`config.mk`:
```
export PLATFORM = sky130hd
export DESIGN_NAME = player_move
export DESIGN_NICKNAME = d
export VERILOG_FILES = /design/src/rtl/overcooked_pkg.sv /design/src/rtl/player_move_rise_edge.sv /design/src/rtl/player_move.sv
export SDC_FILE = /design/constraint.sdc
export NUM_CORES = 1
export LEC_CHECK = 0
export CORE_MARGIN = 2
export CORE_UTILIZATION = 45
export CTS_CLUSTER_DIAMETER = 120
export DETAILED_ROUTE_END_ITERATION = 16
export PLACE_DENSITY_LB_ADDON = 0.25
export SYNTH_ARGS = -nofsm -noshare
export SYNTH_HDL_FRONTEND = slang
export SYNTH_SLANG_ARGS = --single-unit
```
`constraint.sdc`:
```
create_clock -name clock_in -period 6.9 [get_ports clock_in]
set_clock_uncertainty 0.1 [all_clocks]
set_input_delay 1.035 -clock clock_in [delete_from_list [all_inputs] [get_ports clock_in]]
set_output_delay 1.035 -clock clock_in [all_outputs]
set_load 0.03 [all_outputs]
```
`src/rtl/overcooked_pkg.sv`:
```
// Shared arena geometry and player enums for game logic, renderer and player_move.
package overcooked_pkg;

  localparam int unsigned TILE_PX = 32;
  localparam int unsigned GRID_W  = 13;
  localparam int unsigned GRID_H  = 8;

  typedef enum logic [1:0] {
    UP    = 2'd0,
    DOWN  = 2'd1,
    LEFT  = 2'd2,
    RIGHT = 2'd3
  } dir_t;

  typedef enum logic [1:0] {
    IDLE = 2'd0,
    WALK = 2'd1,
    CHOP = 2'd2
  } act_t;

endpackage

```
`src/rtl/player_move_rise_edge.sv`:
```
// Rising-edge detector evaluated only on frame ticks: compares a level
// against its value at the previous tick.
module rise_edge (
  input  logic clk_i,
  input  logic rst_ni,
  input  logic tick_i,
  input  logic level_i,
  output logic rise_o
);

  logic prev_q;

  // Remember the level seen at the most recent tick
  always_ff @(posedge clk_i or negedge rst_ni) begin
    if (!rst_ni) begin
      prev_q <= 1'b0;
    end else if (tick_i) begin
      prev_q <= level_i;
    end
  end

  assign rise_o = tick_i & level_i & ~prev_q;

endmodule

```
`src/rtl/player_move.sv`:
```
// Player movement / chop controller. One instance per player.
// Steps once per frame tick, checking each step against the tile map via a
// one-cycle query handshake. Optional macro PLAYER_MOVE_SPRINT_EN adds
// sprint_in, which doubles the step while high.
module player_move #(
  parameter int unsigned TILE_PX     = overcooked_pkg::TILE_PX,
  parameter int unsigned GRID_W      = overcooked_pkg::GRID_W,
  parameter int unsigned GRID_H      = overcooked_pkg::GRID_H,
  parameter int unsigned STEP_PX     = 2,
  parameter int unsigned CHOP_FRAMES = 60,
  parameter int unsigned START_X     = 32,
  parameter int unsigned START_Y     = 32
) (
  input  logic       clock_in,
  input  logic       reset_in_n,
  input  logic       frame_tick_in,
  input  logic       up_in,
  input  logic       down_in,
  input  logic       left_in,
  input  logic       right_in,
  input  logic       chop_in,
  input  logic       carry_in,
`ifdef PLAYER_MOVE_SPRINT_EN
  input  logic       sprint_in,
`endif
  output logic       query_valid_out,
  output logic [3:0] query_col_out,
  output logic [2:0] query_row_out,
  input  logic       tile_blocked_in,
  output logic [8:0] player_loc_x,
  output logic [8:0] player_loc_y,
  output logic [1:0] player_direction,
  output logic [3:0] player_state,
  output logic       chop_done_out
);

  typedef enum logic [1:0] {S_IDLE, S_QUERY, S_WAIT, S_CHOP} fsm_t;

  localparam int unsigned TILE_SH  = $clog2(TILE_PX);
  localparam int unsigned CNT_W    = $clog2(CHOP_FRAMES + 1);
  localparam logic [9:0]  MAX_X10  = 10'((GRID_W - 1) * TILE_PX);
  localparam logic [9:0]  MAX_Y10  = 10'((GRID_H - 1) * TILE_PX);
  localparam logic [9:0]  HALF10   = 10'(TILE_PX / 2);
  localparam logic [9:0]  TILE_M1  = 10'(TILE_PX - 1);
  localparam logic [CNT_W-1:0] CNT_LAST = CNT_W'(CHOP_FRAMES - 1);

  fsm_t                 state_q, state_d;
  logic [8:0]           x_q, x_d, y_q, y_d;
  logic [8:0]           cx_q, cx_d, cy_q, cy_d;
  overcooked_pkg::dir_t dir_q, dir_d;
  overcooked_pkg::act_t act_q, act_d;
  logic [3:0]           col_q, col_d;
  logic [2:0]           row_q, row_d;
  logic [CNT_W-1:0]     cnt_q, cnt_d;
  logic                 qv_q, done_q, done_d, carry_q;

  logic                 chop_rise, dir_held, cand_moves;
  logic [9:0]           step_w, xw, yw, cand_x, cand_y, lead_col, lead_row;
  overcooked_pkg::dir_t cand_dir;

  rise_edge u_chop_edge (
    .clk_i   (clock_in),
    .rst_ni  (reset_in_n),
    .tick_i  (frame_tick_in),
    .level_i (chop_in),
    .rise_o  (chop_rise)
  );

  assign dir_held = up_in | down_in | left_in | right_in;

  // Clamped candidate for the highest-priority held direction and the tile
  // under its leading edge
  always_comb begin
    step_w = 10'(STEP_PX);
`ifdef PLAYER_MOVE_SPRINT_EN
    if (sprint_in) step_w = 10'(2 * STEP_PX);
`endif
    xw       = {1'b0, x_q};
    yw       = {1'b0, y_q};
    cand_x   = xw;
    cand_y   = yw;
    cand_dir = dir_q;
    lead_col = '0;
    lead_row = '0;
    if (up_in) begin
      cand_dir = overcooked_pkg::UP;
      cand_y   = (yw < step_w) ? '0 : yw - step_w;
      lead_row = cand_y;
      lead_col = xw + HALF10;
    end else if (down_in) begin
      cand_dir = overcooked_pkg::DOWN;
      cand_y   = (yw + step_w > MAX_Y10) ? MAX_Y10 : yw + step_w;
      lead_row = cand_y + TILE_M1;
      lead_col = xw + HALF10;
    end else if (left_in) begin
      cand_dir = overcooked_pkg::LEFT;
      cand_x   = (xw < step_w) ? '0 : xw - step_w;
      lead_col = cand_x;
      lead_row = yw + HALF10;
    end else if (right_in) begin
      cand_dir = overcooked_pkg::RIGHT;
      cand_x   = (xw + step_w > MAX_X10) ? MAX_X10 : xw + step_w;
      lead_col = cand_x + TILE_M1;
      lead_row = yw + HALF10;
    end
    cand_moves = (cand_x != xw) || (cand_y != yw);
  end

  // Next-state logic for movement, tile query and chop progress
  always_comb begin
    state_d = state_q;
    x_d     = x_q;
    y_d     = y_q;
    cx_d    = cx_q;
    cy_d    = cy_q;
    dir_d   = dir_q;
    col_d   = col_q;
    row_d   = row_q;
    cnt_d   = cnt_q;
    done_d  = 1'b0;
    unique case (state_q)
      S_IDLE: begin
        if (frame_tick_in) begin
          if (chop_rise) begin
            state_d = S_CHOP;
            cnt_d   = '0;
          end else if (dir_held) begin
            dir_d = cand_dir;
            if (cand_moves) begin
              cx_d    = cand_x[8:0];
              cy_d    = cand_y[8:0];
              col_d   = 4'(lead_col >> TILE_SH);
              row_d   = 3'(lead_row >> TILE_SH);
              state_d = S_QUERY;
            end
          end
        end
      end
      S_QUERY: state_d = S_WAIT;
      S_WAIT: begin
        if (!tile_blocked_in) begin
          x_d = cx_q;
          y_d = cy_q;
        end
        state_d = S_IDLE;
      end
      S_CHOP: begin
        if (!chop_in) begin
          state_d = S_IDLE;
          cnt_d   = '0;
        end else if (frame_tick_in) begin
          if (cnt_q == CNT_LAST) begin
            state_d = S_IDLE;
            cnt_d   = '0;
            done_d  = 1'b1;
          end else begin
            cnt_d = cnt_q + 1'b1;
          end
        end
      end
      default: state_d = S_IDLE;
    endcase

    if (state_d == S_CHOP)      act_d = overcooked_pkg::CHOP;
    else if (state_d != S_IDLE) act_d = overcooked_pkg::WALK;
    else if (dir_held)          act_d = overcooked_pkg::WALK;
    else                        act_d = overcooked_pkg::IDLE;
  end

  // State and output registers
  always_ff @(posedge clock_in or negedge reset_in_n) begin
    if (!reset_in_n) begin
      state_q <= S_IDLE;
      x_q     <= 9'(START_X);
      y_q     <= 9'(START_Y);
      cx_q    <= 9'(START_X);
      cy_q    <= 9'(START_Y);
      dir_q   <= overcooked_pkg::DOWN;
      act_q   <= overcooked_pkg::IDLE;
      col_q   <= '0;
      row_q   <= '0;
      cnt_q   <= '0;
      qv_q    <= 1'b0;
      done_q  <= 1'b0;
      carry_q <= 1'b0;
    end else begin
      state_q <= state_d;
      x_q     <= x_d;
      y_q     <= y_d;
      cx_q    <= cx_d;
      cy_q    <= cy_d;
      dir_q   <= dir_d;
      act_q   <= act_d;
      col_q   <= col_d;
      row_q   <= row_d;
      cnt_q   <= cnt_d;
      qv_q    <= (state_d == S_QUERY);
      done_q  <= done_d;
      carry_q <= carry_in;
    end
  end

  assign query_valid_out  = qv_q;
  assign query_col_out    = col_q;
  assign query_row_out    = row_q;
  assign player_loc_x     = x_q;
  assign player_loc_y     = y_q;
  assign player_direction = dir_q;
  assign player_state     = {1'b0, carry_q, act_q};
  assign chop_done_out    = done_q;

endmodule

```
==> flow_summary.yaml, run 1 <==
timing:
  rsz0062_at_grt: "false"
  slew_headroom_pct: 43.91
  drv_slew: 0
  clock.fmax_mhz: 213.3
  fin_crit_sh_pct: 67.95
  hold_viol_final: 0
  tightest_slew_ns: 0.8414
  fin_crit_ns: 4.689
  tns_ns: 0
  final-setup-viol-count: 0
die:
  rows: 36
  die_area_mm2: 0.01085
  die_h_um: 104.2
  initial_core_util_pct: 46.19
  die_w_um: 104.2
  coreArea_mm2: 0.009774
  num_io_pins: 43
yosys:
  synthesis.area_mm2: 0.004514
  synth_most_common_cell: "dfrtp_1"
  ys.flop_type: "dfrtp_1"
  ys_ff_latch: 59
  ys_seq_area_share_pct: 32.84
  synthAdderAreaFrac_pct: 2.494
  ys_top_cells_by_area: "dfrtp_1 (30%), o21ai_0 (5.1%), mux2_2 (4.5%), nand2_1 (4.3%), nor2_1 (3.4%)"
  yosys.area_share.xor_xnor_pct: 2.910
  ys_types: 76
  yosys_warnings: 0
  yosys-top-cells-count: "dfrtp_1 (54), nand2_1 (52), o21ai_0 (46)"
  synth_async_sr_flop_share_pct: 100.0
  synth.largest_area_cell: "dfrtp_1"
  synth_mux_area_share_pct: 10.64
  synth_top_cell_area_share_pct: 29.93
  synth-edff-count: 0
  synth.avg_cell_area_um2: 8.681
  synth-simple-area-share_pct: 24.75
  syn_inst: 520
  synth_top_family_by_area: "simple AND/OR/NAND/NOR gates"
  syn_nets: 539
  synth_compound_area_share_pct: 20.51
drt:
  vias: 4089
  drtIter0Drc: 415
  detail_route.drc_violations: 0
  viasPerCell: 6.058
  ant_nets: 0
  firstDrtPassIters: 5
  wl_per_cell_um: 17.88
  routed_wirelength_um: 12070
pwr:
  fin_total_pwr_mw: 2.193
  ir_worst_vdd_v: 0.0002856
  leakagePower_nw: 2.066
  power_density_mw_per_mm2: 425.7
clock_tree:
  postCtsHoldBufs: 0
  cts_tree: "done"
  cts.repair.resized: 0
  clockBufferDepth: 2
  cts_setup_buffers: 0
  cts_buffers: 9
  cts-root-buf: "clkbuf_8"
  path_clk_slew_ns: 0.08
  cts-htree-levels: 3
  clock_latency_ns: 0.34
  cts_sinks: 59
critical_path:
  cp-startpoint: "up_in"
  cp_max_fo: 20
  worstPathArrival_ns: 4.82
  cp-start-kind: "primary input"
  required_ns: 7.03
  crit_path_end_kind: "flip-flop"
  critical_path_class: "primary input to flip-flop"
  r2r_start: "player_loc_x[1]$_DFFE_PN0P_"
finish:
  nets: 556
  area_growth_pct: 14.14
  drive_gt1_share_pct: 13.65
  n_antenna_cell: 0
global_routing:
  grt_overflow: 0
  grt_usage_pct: 22.89
  grt_pass1_vias: 4013
  grt_pass1_wl_um: 20300
  antenna_found_initial: 0
  grt_max_degree: 60
place:
  dpl.hpwl_um: 8419
  io_buffers: 41
  gp_congestion: 0.9416
worst_hold_path:
  min_from: "cy_q[1]$_DFFE_PN0P_"
  min_path_type: "flip-flop to flip-flop"
run_status:
  status: "complete, no violations"
flow_run:
  cap_violations: 0
==> logic make-up (layout without fill, tap and decap cells) <==
kind of cell	after synthesis	count (layout)
AND/OR/NAND/NOR	205	205
AO/OA/AOI/OAI	135	135
flip-flops	59	59
buffers and inverters	56	78
multiplexers	40	40
XOR/XNOR	15	15
adder cells (fa/ha/maj)	9	9
other	1	1
==> worst paths after layout <==
kind / end / slack (ns) / cells past startpoint
hold / removal: player_loc_y[1]$_DFFE_PN0P_ / 0.38 / 2
hold reg to reg: player_loc_y[1]$_DFFE_PN0P_ / 0.38 / 2
setup / recovery: cy_q[8]$_DFFE_PN0P_ / 2.21 / 10
max in group asynchronous: cnt_q[2]$_DFFE_PN0P_ / 5.46 / 2
setup reg to reg: cy_q[8]$_DFFE_PN0P_ / 2.86 / 10
min in group asynchronous: query_row_out[0]$_DFFE_PN0P_ / 0.73 / 2
==> through the flow <==
step	hold WS, ns	util (%)	cell area, µm²	cells	setup WS [ns]
6_report	0.3809	52.71	5152	675	2.211
4_1_cts	0.3836	52.71	5152	675	2.282
3_3_place_gp	0.3619	50.42	4928	659	2.016
2_1_floorplan	0.3460	-	4514	520	3.118
5_1_grt	0.4027	52.71	5152	675	2.030
3_5_place_dp	0.3655	50.42	4928	659	1.918
==> cells in the final DEF, fill, tap and decap left out, types with 6 or more instances in the layout <==
| cell type | instances |
|---|---|
| a31oi_1 | 6 |
| mux2_1 | 6 |
| clkbuf_8 | 9 |
| mux2_2 | 18 |
| inv_1 | 16 |
| xnor2_1 | 11 |
| mux2i_1 | 6 |
| nand2_1 | 52 |
| nor3_1 | 13 |
| dfrtp_1 | 54 |
| and3_1 | 9 |
| clkdlybuf4s50_1 | 40 |
| o21ai_0 | 46 |
| a21oi_1 | 22 |
| nor2_1 | 41 |
| mux2_4 | 10 |
| nor3b_1 | 6 |
| nand3_1 | 26 |
| nand4_1 | 10 |
| ha_1 | 9 |
==> layer usage <==
metal  up-vias  global-route usage [%]  part of all wire (%)
met4         0                   8.205                   2.4
met5         -                       0                     0
met3        24                   3.759                   5.4
li1       1954                       -                     -
met1      1973                   32.71                    46
met2       138                   34.96                    46
==> registers in the layout (all words and copies together) (netlist names), 2 cells and up <==
| signal | flops |
|---|---|
| act_q | 2 |
| cnt_q | 6 |
| cx_q | 9 |
| cy_q | 9 |
| player_direction | 2 |
| player_loc_x | 9 |
| player_loc_y | 9 |
| query_col_out | 4 |
| query_row_out | 3 |
| state_q | 2 |
==> final cells by class <==
type | instances | area, µm²
tap | 133 | 166.4
timing repair buffer | 46 | 442.9
clock inverter | 7 | 100.1
multi-input combinational | 405 | 2776
inverter | 16 | 60.06
sequential | 59 | 1483
clock buffer | 9 | 123.9
fill | 939 | 4622
==> where the power goes <==
| part | internal (mW) | leakage, nW | total, mW | switching, mW |
|---|---|---|---|---|
| sequential | 0.471 | 0.746 | 0.700 | 0.229 |
| clock | 0.206 | 0.114 | 0.362 | 0.156 |
| combinational | 0.505 | 1.21 | 1.13 | 0.627 |
==> worst max-delay path: stages <==
cell and delay [ns]:
clkdlybuf4s50_1 0.77, or2_1 0.67, a221o_1 0.46, a41oi_1 0.16
nand4_1 0.12, nor4b_2 0.31, nand4_2 0.17, o41ai_4 0.39
buf_4 0.35, mux2_2 0.37
No activity file was read; power rests on OpenSTA's default activity.
==> run 2, diff against run 1 <==
- clock period: 6.9 -> 4.8 ns (I/O delays scaled with it)
==> flow_summary.yaml, run 2 (synthesized netlist as in run 1, its figures left out) <==
die:
  num_io_pins: 43
  initial_core_util_pct: 46.19
  die_w_um: 104.2
  die_h_um: 104.2
  rows: 36
  coreArea_mm2: 0.009774
  die_area_mm2: 0.01085
finish:
  design_area_mm2: 0.005206
  final_cell_mix: "dfrtp_1 (54), nand2_1 (52), o21ai_0 (46)"
  n_antenna_cell: 0
  nets: 566
  area_growth_pct: 15.33
  final_cells: 685
  layout_commonest_cell: "dfrtp_1"
  drive_gt1_share_pct: 15.22
critical_path:
  required_ns: 4.92
  cp_max_fo: 18
  cpMaxStageDelayCell: "dfrtp_1"
  path_cells: "inv_1 -> ha_1 -> nor2_1 -> nand3_1 -> a221oi_4 -> or2_1 -> o221a_2 -> nand4_2 -> o41ai_4 -> buf_4 -> mux2_2"
  cpPeakStageDelay_ns: 0.73
  cp-start-kind: "flip-flop"
  critical_path_class: "flip-flop to flip-flop"
  worstPathArrival_ns: 4.18
  crit_path_end_kind: "flip-flop"
place:
  io_buffers: 41
  gp_congestion: 0.9442
  placed_area_mm2: 0.005004
  dpl.hpwl_um: 9011
  dp_cells: 669
drt:
  vias: 4169
  wl_per_cell_um: 18.64
  routed_wirelength_um: 12770
  drtIter0Drc: 324
  detail_route.drc_violations: 0
  firstDrtPassIters: 5
  ant_nets: 0
  viasPerCell: 6.086
worst_hold_path:
  min_path_type: "primary input to asynchronous set/reset pin"
timing:
  tns_ns: 0
  drv_slew: 0
  fin_crit_ns: 4.054
  holdWs_ns: 0.2925
  tightest_slew_ns: 0.8260
  rsz0062_at_grt: "false"
  slew_headroom_pct: 44.73
  final-setup-viol-count: 0
  hold_viol_final: 0
  fin_crit_sh_pct: 84.45
  clock.fmax_mhz: 246.7
clock_tree:
  cts-root-buf: "clkbuf_8"
  path_clk_slew_ns: 0.07
  cts_buffers: 9
  clockBufferDepth: 2
  cts_setup_buffers: 0
  clock_latency_ns: 0.34
  cts-htree-levels: 3
  cts_tree: "done"
  cts.repair.resized: 0
  cts_sinks: 59
  postCtsHoldBufs: 0
global_routing:
  antenna_found_initial: 0
  grt_overflow: 0
  grt_pass1_vias: 4029
  grt_usage_pct: 23.96
  grt_max_degree: 35
  grt_pass1_wl_um: 20920
pwr:
  switching_share_pct: 46.63
  pwr-share-clk_pct: 14.9
  leakagePower_nw: 2.104
  p_int_mw: 1.675
  power_density_mw_per_mm2: 603.0
  share_seq_of_total_power_pct: 31.0
  p_sw_mw: 1.464
  pwr-share-comb_pct: 54.2
  ir_worst_vdd_v: 0.0003191
flow_run:
  cap_violations: 0
run_status:
  status: "complete, no violations"
[run 2: final cells by class]
| class | count | area, µm² |
|---|---|---|
| Clock buffer | 10 | 137.6 |
| Timing Repair Buffer | 56 | 518.0 |
| Clock inverter | 6 | 65.06 |
| Sequential cell | 59 | 1483 |
| Fill cell | 914 | 4568 |
| Multi-Input combinational cell | 405 | 2776 |
| Inverter | 16 | 60.06 |
| Tap cell | 133 | 166.4 |
[run 2: per-stage QoR]
stage / power (mW) / worst slack (ns) / utilization, %
2_1_floorplan: 2.155 / 1.128 / -
3_3_place_gp: 2.636 / 0.4531 / 51.19
3_5_place_dp: 2.662 / 0.4929 / 51.19
4_1_cts: 3.145 / 0.8007 / 53.26
5_1_grt: 3.349 / 0.5837 / 53.26
6_report: 3.139 / 0.7464 / 53.26
[run 2: power groups by stage]
| stage | Sequential, mW | Combinational, mW | Clock (mW) |
|---|---|---|---|
| final | 0.972 | 1.70 | 0.468 |
| after global placement | 0.971 | 1.66 | 0 |
| after CTS | 0.969 | 1.69 | 0.482 |
| after floorplan | 0.986 | 1.17 | 0 |
| after global routing | 1.01 | 1.84 | 0.495 |
| after detailed placement | 0.974 | 1.69 | 0 |
[run 2: worst paths after layout]
path | end | start | slack [ns] | depth (start not counted)
setup / recovery | query_row_out[0]$_DFFE_PN0P_ | player_loc_x[1]$_DFFE_PN0P_ | 0.75 | 11
hold / removal | query_col_out[3]$_DFFE_PN0P_ | reset_in_n | 0.29 | 1
setup reg to reg | query_row_out[0]$_DFFE_PN0P_ | player_loc_x[1]$_DFFE_PN0P_ | 0.75 | 11
hold reg to reg | player_loc_y[5]$_DFFE_PN1P_ | cy_q[5]$_DFFE_PN1P_ | 0.38 | 2
max in group asynchronous | player_loc_x[5]$_DFFE_PN1P_ | reset_in_n | 3.40 | 2
min in group clock_in | player_loc_y[5]$_DFFE_PN1P_ | cy_q[5]$_DFFE_PN1P_ | 0.38 | 2
[run 2: layer usage]
layer	vias up	global-route usage, %	share of wire, %
met5	-	0	0
met4	0	9.556	2.8
met3	21	5.639	6.1
met2	150	37.45	47
met1	2016	32.07	45
li1	1982	-	-
[run 2: critical path: cells and delay by family (launching register included)]
family,cells,cell delay (ns)
AOI/OAI and AO/OA,3,0.96
and+or+nand+nor,4,0.81
muxes,1,0.37
adders and majority gates,1,0.43
buffers and inverters,2,0.53
DFF,1,0.73
==> run 3, diff against run 2 <==
- clock period: 4.8 -> 4.13 ns (I/O delays scaled with it)
==> flow_summary.yaml, run 3 (synthesized netlist as in run 1, its figures left out) <==
critical_path:
  path_cells: "ha_1 -> nand4_1 -> nor4b_1 -> nor2_1 -> a22oi_1 -> nand2_1 -> mux2i_1 -> o41ai_4 -> buf_12 -> mux2_1"
  critical_path_class: "flip-flop to flip-flop"
  cp_max_fo: 20
  cpPeakStageDelay_ns: 0.70
  worstPathArrival_ns: 3.96
  crit_path_end_kind: "flip-flop"
  required_ns: 4.26
  cp-start-kind: "flip-flop"
  cpMaxStageDelayCell: "dfstp_2"
clock_tree:
  cts_setup_buffers: 0
  clock_latency_ns: 0.35
  path_clk_slew_ns: 0.07
  postCtsHoldBufs: 0
  cts_sinks: 59
  cts_buffers: 9
  cts-htree-levels: 3
  cts.repair.resized: 0
  cts-root-buf: "clkbuf_8"
  clockBufferDepth: 2
  cts_tree: "done"
timing:
  fin_crit_sh_pct: 92.87
  slew_headroom_pct: 42.75
  hold_viol_final: 0
  final-setup-viol-count: 0
  rsz0062_at_grt: "false"
  drv_slew: 0
  tightest_slew_ns: 0.8508
  tns_ns: 0
  fin_crit_ns: 3.836
  clock.fmax_mhz: 260.7
finish:
  n_antenna_cell: 0
  n_fill_cell: 908
  area_growth_pct: 17.27
  nets: 578
  layout_commonest_cell: "dfrtp_1"
  design_area_mm2: 0.005294
  drive_gt1_share_pct: 17.02
  final_cell_mix: "dfrtp_1 (54), nand2_1 (52), o21ai_0 (46)"
global_routing:
  antenna_found_initial: 0
  grt_pass1_vias: 4254
  grt_overflow: 0
  grt_max_degree: 42
  grt_usage_pct: 23.73
  grt_pass1_wl_um: 21040
die:
  rows: 36
  coreArea_mm2: 0.009774
  num_io_pins: 43
  die_h_um: 104.2
  initial_core_util_pct: 46.19
  die_w_um: 104.2
  die_area_mm2: 0.01085
place:
  gp_congestion: 1.024
  dpl.hpwl_um: 9056
  io_buffers: 41
  placed_area_mm2: 0.005106
drt:
  detail_route.drc_violations: 0
  vias: 4340
  wl_per_cell_um: 18.18
  viasPerCell: 6.227
  drtIter0Drc: 392
  firstDrtPassIters: 5
  ant_nets: 0
  routed_wirelength_um: 12670
flow_run:
  cap_violations: 0
run_status:
  status: "complete, no violations"
pwr:
  ir_worst_vdd_v: 0.0003226
  leakagePower_nw: 2.156
  power_density_mw_per_mm2: 697.4
worst_hold_path:
  min_path_type: "primary input to asynchronous set/reset pin"
-- run 3: cell count changes in the layout (fill, tap and decap cells not counted), sizes merged --
cell,before,now
clkinvlp,1,3
inv,16,17
clkinv,4,1
clkbuf,10,11
buf,16,28
bufinv,1,0
-- run 3: critical path, delay by kind of cell, from the launching register on --
| kind | cells | cell delay (ns) |
|---|---|---|
| muxes | 2 | 0.59 |
| buffers and inverters | 1 | 0.24 |
| DFF | 1 | 0.70 |
| and+or+nand+nor | 4 | 1.06 |
| AOI/OAI and AO/OA | 2 | 0.77 |
| adders and majority gates | 1 | 0.26 |
-- run 3: where the power goes --
part / switching (mW) / internal, mW / total, mW
sequential: 0.264 / 0.790 / 1.05
combinational: 1.21 / 0.926 / 2.14
clock: 0.252 / 0.251 / 0.503
total: 1.72 / 1.97 / 3.69
-- run 3: through the flow --
stage	total power, mW	setup WS, ns	util, %	instances	hold slack [ns]
2_1_floorplan	2.504	0.4578	-	520	0.2239
3_3_place_gp	3.138	0.4090	52.24	681	0.3628
3_5_place_dp	3.169	0.3316	52.24	681	0.3674
4_1_cts	3.692	0.3515	54.16	697	0.1169
5_1_grt	3.937	0.07061	54.16	697	0.1343
6_report	3.692	0.2943	54.16	697	0.1098
-- run 3: metal layers --
layer | wire length (µm) | vias to the layer above | track usage, %
li1 | - | 2004 | -
met2 | 5801 | 208 | 36.98
met4 | 445 | 0 | 11.87
met1 | 5554 | 2087 | 31.40
met3 | 868 | 41 | 4.762
met5 | 0 | - | 0
-- run 3: worst paths after layout --
| path | start | endpoint | slack (ns) | depth (start not counted) |
|---|---|---|---|---|
| worst max-delay path | player_loc_y[5]$_DFFE_PN1P_ | cx_q[1]$_DFFE_PN0P_ | 0.29 | 10 |
| worst min-delay path | reset_in_n | player_loc_y[8]$_DFFE_PN0P_ | 0.11 | 1 |
| worst max register to register | player_loc_y[5]$_DFFE_PN1P_ | cx_q[1]$_DFFE_PN0P_ | 0.29 | 10 |
| worst min register to register | cy_q[5]$_DFFE_PN1P_ | player_loc_y[5]$_DFFE_PN1P_ | 0.39 | 2 |
| max in group asynchronous | reset_in_n | player_direction[0]$_DFFE_PN1P_ | 2.92 | 2 |
| min in group clock_in | cy_q[5]$_DFFE_PN1P_ | player_loc_y[5]$_DFFE_PN1P_ | 0.39 | 2 |
-- run 3: area by class of cell --
class	instances	area (µm²)	share of cell area, %
Inverter	16	60.06	1.134
Clock inverter	5	36.28	0.6854
Clock buffer	11	151.4	2.860
Multi-Input combinational cell	405	2776	52.45
Sequential cell	59	1483	28.01
Timing Repair Buffer	68	620.6	11.72
Tap cell	133	166.4	3.143
